### config.mk
export PLATFORM = sky130hd
export DESIGN_NAME = player_motion
export DESIGN_NICKNAME = d
export VERILOG_FILES = /design/src/rtl/player_motion.sv
export SDC_FILE = /design/constraint.sdc
export NUM_CORES = 1
export LEC_CHECK = 0
export ABC_AREA = 1
export BUFFER_PORTS_ARGS = -buffer_cell sky130_fd_sc_hd__buf_2
export CORE_MARGIN = 4
export CORE_UTILIZATION = 40
export DETAILED_ROUTE_END_ITERATION = 8
export PLACE_DENSITY = 0.63
export SYNTH_ARGS = -nofsm -noshare
export SYNTH_HDL_FRONTEND = slang
export SYNTH_SLANG_ARGS = --single-unit
export TNS_END_PERCENT = 100
### constraint.sdc
create_clock -name Clk -period 6.15 [get_ports Clk]
set_input_delay 0.9225 -clock Clk [delete_from_list [all_inputs] [get_ports Clk]]
set_output_delay 0.9225 -clock Clk [all_outputs]
set_load 0.05 [all_outputs]
### src/rtl/player_motion.sv
`default_nettype none
// ============================================================================
//  Module      : player_motion
//  Description : Tile-stepped player movement controller. A frame tick,
//                derived from the VGA vertical sync, advances a small FSM that
//                handles turning in place, asking the map whether the next tile
//                is free, and walking one pixel per frame into it.
//  Revision    : 1.0 - initial release
// ----------------------------------------------------------------------------
//  Ports
//    Clk              in   system clock
//    Reset            in   asynchronous reset, active low
//    frame_clk        in   vertical-sync level, asynchronous to Clk
//    keycode[7:0]     in   USB HID keycode (W/D/S/A = up/right/down/left)
//    blocked          in   map collision result for TargetX/TargetY
//    query_valid      out  high while the map is being queried (CHECK)
//    TargetX/Y[9:0]   out  world pixel of the tile about to be entered
//    PosX/Y[9:0]      out  player world position (top-left)
//    Direction[1:0]   out  facing: 0 up, 1 right, 2 down, 3 left
//    Character_Moving out  high while turning or walking
// ============================================================================
module player_motion #(
    parameter int STEP_PIXELS = 16,
    parameter int TURN_FRAMES = 4,
    parameter int MAP_W       = 640,
    parameter int MAP_H       = 480,
    parameter int START_X     = 304,
    parameter int START_Y     = 224
) (
    input  logic       Clk,
    input  logic       Reset,
    input  logic       frame_clk,
    input  logic [7:0] keycode,
    input  logic       blocked,
    output logic       query_valid,
    output logic [9:0] TargetX,
    output logic [9:0] TargetY,
    output logic [9:0] PosX,
    output logic [9:0] PosY,
    output logic [1:0] Direction,
    output logic       Character_Moving
);

    localparam int SW = $clog2(STEP_PIXELS);
    localparam int TW = $clog2(TURN_FRAMES + 1);

    localparam logic [SW-1:0]       STEP_LAST = SW'(STEP_PIXELS - 1);
    localparam logic [TW-1:0]       TURN_INIT = TW'(TURN_FRAMES - 1);
    localparam logic signed [11:0]  STEP_S    = 12'(STEP_PIXELS);
    localparam logic signed [11:0]  MAX_X     = 12'(MAP_W - STEP_PIXELS);
    localparam logic signed [11:0]  MAX_Y     = 12'(MAP_H - STEP_PIXELS);

    typedef enum logic [1:0] {
        S_IDLE  = 2'd0,
        S_TURN  = 2'd1,
        S_CHECK = 2'd2,
        S_WALK  = 2'd3
    } state_t;

    state_t        state_q, state_d;
    logic [9:0]    pos_x_q, pos_x_d, pos_y_q, pos_y_d;
    logic [9:0]    tgt_x_q, tgt_x_d, tgt_y_q, tgt_y_d;
    logic [1:0]    dir_q, dir_d;
    logic [TW-1:0] turn_q, turn_d;
    logic [SW-1:0] step_q, step_d;
    logic          oob_q, oob_d;
    logic          moving_q, moving_d;
    logic          fs1_q, fs2_q, fs3_q, tick_q, tick_d;

    logic          key_valid;
    logic [1:0]    key_dir;
    logic [9:0]    step_x, step_y, base_x, base_y;
    logic signed [11:0] tx, ty;
    logic          oob;

    // fs1/fs2 resynchronise vsync; fs3 holds the previous level for edge detect
    assign tick_d = fs2_q & ~fs3_q;

    always_comb begin
        key_valid = 1'b1;
        key_dir   = 2'd0;
        case (keycode)
            8'h1A:   key_dir = 2'd0;
            8'h07:   key_dir = 2'd1;
            8'h16:   key_dir = 2'd2;
            8'h04:   key_dir = 2'd3;
            default: key_valid = 1'b0;
        endcase
    end

    // Position after one more pixel in the facing direction
    always_comb begin
        step_x = pos_x_q;
        step_y = pos_y_q;
        case (dir_q)
            2'd0:    step_y = pos_y_q - 10'd1;
            2'd1:    step_x = pos_x_q + 10'd1;
            2'd2:    step_y = pos_y_q + 10'd1;
            default: step_x = pos_x_q - 10'd1;
        endcase
    end

    // The next target is measured from where the player will stand once the
    // current transition completes: the final walk pixel is applied in the
    // same tick that chains into the next CHECK.
    // Targets use 12-bit signed math so a step left/up from 0 is seen as
    // negative rather than wrapping to a large 10-bit value.
    always_comb begin
        base_x = (state_q == S_WALK) ? step_x : pos_x_q;
        base_y = (state_q == S_WALK) ? step_y : pos_y_q;
        tx     = $signed({2'b00, base_x});
        ty     = $signed({2'b00, base_y});
        case (dir_q)
            2'd0:    ty = ty - STEP_S;
            2'd1:    tx = tx + STEP_S;
            2'd2:    ty = ty + STEP_S;
            default: tx = tx - STEP_S;
        endcase
        oob = (tx < 12'sd0) || (tx > MAX_X) || (ty < 12'sd0) || (ty > MAX_Y);
    end

    always_comb begin
        state_d = state_q;
        pos_x_d = pos_x_q;
        pos_y_d = pos_y_q;
        tgt_x_d = tgt_x_q;
        tgt_y_d = tgt_y_q;
        dir_d   = dir_q;
        turn_d  = turn_q;
        step_d  = step_q;
        oob_d   = oob_q;
        case (state_q)
            S_IDLE: begin
                if (tick_q && key_valid) begin
                    if (key_dir != dir_q) begin
                        dir_d   = key_dir;
                        turn_d  = TURN_INIT;
                        state_d = S_TURN;
                    end else begin
                        tgt_x_d = tx[9:0];
                        tgt_y_d = ty[9:0];
                        oob_d   = oob;
                        state_d = S_CHECK;
                    end
                end
            end
            S_TURN: begin
                if (tick_q) begin
                    if (turn_q == '0) begin
                        state_d = S_IDLE;
                    end else begin
                        turn_d = turn_q - 1'b1;
                    end
                end
            end
            S_CHECK: begin
                if (blocked || oob_q) begin
                    state_d = S_IDLE;
                end else begin
                    step_d  = '0;
                    state_d = S_WALK;
                end
            end
            default: begin
                if (tick_q) begin
                    pos_x_d = step_x;
                    pos_y_d = step_y;
                    step_d  = step_q + 1'b1;
                    if (step_q == STEP_LAST) begin
                        step_d = '0;
                        if (key_valid && key_dir == dir_q) begin
                            tgt_x_d = tx[9:0];
                            tgt_y_d = ty[9:0];
                            oob_d   = oob;
                            state_d = S_CHECK;
                        end else begin
                            state_d = S_IDLE;
                        end
                    end
                end
            end
        endcase
        moving_d = (state_d == S_TURN) || (state_d == S_WALK);
    end

    always_ff @(posedge Clk or negedge Reset) begin
        if (!Reset) begin
            state_q  <= S_IDLE;
            pos_x_q  <= 10'(START_X);
            pos_y_q  <= 10'(START_Y);
            tgt_x_q  <= '0;
            tgt_y_q  <= '0;
            dir_q    <= 2'd0;
            turn_q   <= '0;
            step_q   <= '0;
            oob_q    <= 1'b0;
            moving_q <= 1'b0;
            fs1_q    <= 1'b0;
            fs2_q    <= 1'b0;
            fs3_q    <= 1'b0;
            tick_q   <= 1'b0;
        end else begin
            state_q  <= state_d;
            pos_x_q  <= pos_x_d;
            pos_y_q  <= pos_y_d;
            tgt_x_q  <= tgt_x_d;
            tgt_y_q  <= tgt_y_d;
            dir_q    <= dir_d;
            turn_q   <= turn_d;
            step_q   <= step_d;
            oob_q    <= oob_d;
            moving_q <= moving_d;
            fs1_q    <= frame_clk;
            fs2_q    <= fs1_q;
            fs3_q    <= fs2_q;
            tick_q   <= tick_d;
        end
    end

    assign query_valid      = (state_q == S_CHECK);
    assign TargetX          = tgt_x_q;
    assign TargetY          = tgt_y_q;
    assign PosX             = pos_x_q;
    assign PosY             = pos_y_q;
    assign Direction        = dir_q;
    assign Character_Moving = moving_q;

endmodule
`default_nettype wire

==> metrics <==
outcome complete, no violations; routed len/inst 13.18 um; # fillers ~1100; Yosys top cell area share approximately 28%; antenna violations before repair 0; largest net degree at the start of global routing 58; vias per cell around 5; worst r2r src Direction[0]$_DFFE_PN0P_; Initial Util 41.53%; vias in the first global route between 4000 and 5000; Pwr Density 549.3 mW/mm^2; post-DP HPWL 8660 um; worst-margin pin slew 0.8443 ns; worst reg-to-reg path cell count 24; non-filler cells, final 867; I/O Buffers between 50 and 60; CTS resizes 0; CTS tree done; Die Y 115.0 um; Num CTS Buffers 9; final WL 11420 um; First-pass DRT Iterations 5; die width 115.0 um; fraction of layout cells with a size suffix above 1 17.74%; sequential-to-total area share from yosys stat 31.30%; Root Buffer Master clkbuf_16; register-to-register setup slack 2.47 ns; unrepaired setup endpoints after global routing false; hold path depth 0; final setup margin 2.466 ns; Mapped Area 0.004581 sq mm; Startpoint Class flop; max_slew headroom 43.65%; core area 0.01103 sq mm; maximum fanout along the worst path 19; Lkg Pwr 2.706 nW; most frequent cells in the layout nand2_1 (185), inv_1 (78), nand3_1 (65), nor2_1 (55), buf_2 (55); Worst EP arrival 3.90 ns; Detail Route Antenna Nets 0; clk_lat worst skew 0.33 ns; worst vdd ir 0.3112 mV; final hold slack 0.3488 ns; most common cell after layout, fill and taps aside nand2_1; final setup vio count 0; total power draw 2.903 mW; Hold Startpoint fs1_q$_DFF_PN0_; Synth Flop Type dfrtp_1; synth top area cells dfrtp_1 (28%), nand2_1 (15%), ha_1 (7.6%); Final Skew 0.005288 ns; max frequency 271.4 MHz; nets 764; synth unique cells 45; final setup TNS 0 ns; placed insts around 850; data required time of the critical path between 6 and 7 ns; maxcap violations 0; # H-tree levels 3; biggest area consumer among synthesized cells dfrtp_1; Clock Tree Buf Depth 2; FF-to-FF End oob_q$_DFFE_PN0P_; total of warnings raised by yosys 0; diodes inserted 0; Iter 0 DRT Violations 320; post-cts hold buffer count 0; final hold vios 0; dpl ws 2.460 ns; Period Utilization, post-route 59.91%; Yosys reg bits 57; Hold Crit Class reg2reg; GPL Wtd Cong 0.8634; mean post-synth cell area between 6 and 7 sq um; Post-synth ARST share 100.0%; Die ar. about 0.013 sq mm; Syn Inst Count roughly 670; DR DRC count 0; number of setup buffers added after CTS 0; number of synthesized flops with an enable pin 0; Crit. End Element flop; area delta synth->final 15.35%; min cycle time layout 3.684 ns; Clock Sinks 57; max-slew violation count 0; kind of critical path reg2reg; first-pass GRT wire length 19400 um; Clk pin slew, worst setup/hold paths 0.05 ns; synthesized net count 711; # rows 38; Hold Crit Endpoint fs2_q$_DFF_PN0_; gr ovfl total 0; io pins 56; Total Routing Usage GR roughly 18%; Vias 4397
-- per-stage QoR --
step / utilization [%] / instance area [sq um]
2_1_floorplan: - / 4581
4_1_cts: 47.90 / 5284
5_1_grt: 47.90 / 5284
3_5_place_dp: 44.99 / 4962
6_report: 47.90 / 5284
3_3_place_gp: 44.99 / 4962
-- worst max-delay path by stage --
stage | from | to | slack (ns) | cells after the start
after floorplan | Direction[0]$_DFFE_PN0P_ | oob_q$_DFFE_PN0P_ | 2.49 | 25
after global placement | Direction[0]$_DFFE_PN0P_ | oob_q$_DFFE_PN0P_ | 2.57 | 24
final | Direction[0]$_DFFE_PN0P_ | oob_q$_DFFE_PN0P_ | 2.47 | 24
after CTS | Direction[0]$_DFFE_PN0P_ | oob_q$_DFFE_PN0P_ | 2.44 | 24
after detailed placement | Direction[0]$_DFFE_PN0P_ | oob_q$_DFFE_PN0P_ | 2.46 | 24
after global routing | Direction[0]$_DFFE_PN0P_ | oob_q$_DFFE_PN0P_ | 2.13 | 25
-- routing by layer --
layer  global-route usage [%]  vias up  wire, um
met5                        0        -         0
met3                    3.737       15       557
met4                    4.460        0       145
li1                         -     2283         -
met1                    25.60     2016      5895
met2                    28.05       83      4825
-- state kept, by name, indices dropped and copies added, names as in the netlist --
register          cells
PosX                 10
PosY                 10
TargetX              10
TargetY              10
step_q                4
turn_q                3
Direction             2
state_q               2
Character_Moving      1
fs1_q                 1
fs2_q                 1
fs3_q                 1
oob_q                 1
tick_q                1
-- power breakdown --
part | leakage, nW | internal, mW | switching (mW) | total (mW)
sequential | 0.715 | 0.483 | 0.115 | 0.597
combinational | 1.83 | 0.558 | 1.21 | 1.76
clock | 0.159 | 0.365 | 0.176 | 0.541
total | 2.71 | 1.41 | 1.50 | 2.90
-- cells in the mapped netlist (4+ instances only) --
master    count
nand2_1     185
inv_1        78
nand3_1      65
nor2_1       55
dfrtp_1      51
o21ai_0      37
ha_1         28
a21oi_1      22
o21ai_1      17
nand2_2      16
nand4_1      12
a31oi_1      11
inv_2        10
xor2_1        9
buf_2         7
dfstp_2       6
nand3_2       6
nor3_1        5
o21a_1        5
xnor2_1       5
clkbuf_1      4
or2_2         4
-- worst max-delay path: stages (launching register included) --
cell and delay, ns:
dfrtp_1 0.38, inv_2 0.28, nor2_2 0.13, inv_1 0.35
ha_1 0.39, a21oi_2 0.19, nand2_2 0.10, nand2_2 0.07
nand2_1 0.05, nand2_1 0.07, nand3_2 0.07, nand2_2 0.08
nand2_2 0.06, nand2_4 0.09, inv_2 0.05, ha_1 0.30
a221oi_1 0.34, o21bai_1 0.16, nor2_1 0.05, nand3_1 0.09
nand2_1 0.05, inv_1 0.06, nand2_2 0.05, nand2_2 0.06
a21oi_2 0.05
-- final cells by class --
| type | count | area [sq um] | area share, % |
|---|---|---|---|
| well taps | 140 | 175.2 | 3.315 |
| clock inverters | 5 | 78.83 | 1.492 |
| repair buffers | 58 | 297.8 | 5.636 |
| flip-flops and latches | 57 | 1434 | 27.14 |
| multi-input cells | 507 | 2721 | 51.50 |
| clock buffers | 11 | 242.7 | 4.594 |
| inverters | 89 | 334.1 | 6.323 |
-- logic make-up after synthesis --
| kind of cell | synth area share, % |
|---|---|
| AND/OR/NAND/NOR | 34.55 |
| flip-flops | 31.30 |
| buffers and inverters | 9.287 |
| AO/OA/AOI/OAI | 13.66 |
| XOR/XNOR | 2.677 |
| adder cells (fa/ha/maj) | 8.522 |
(Power assumes the default switching activity.)
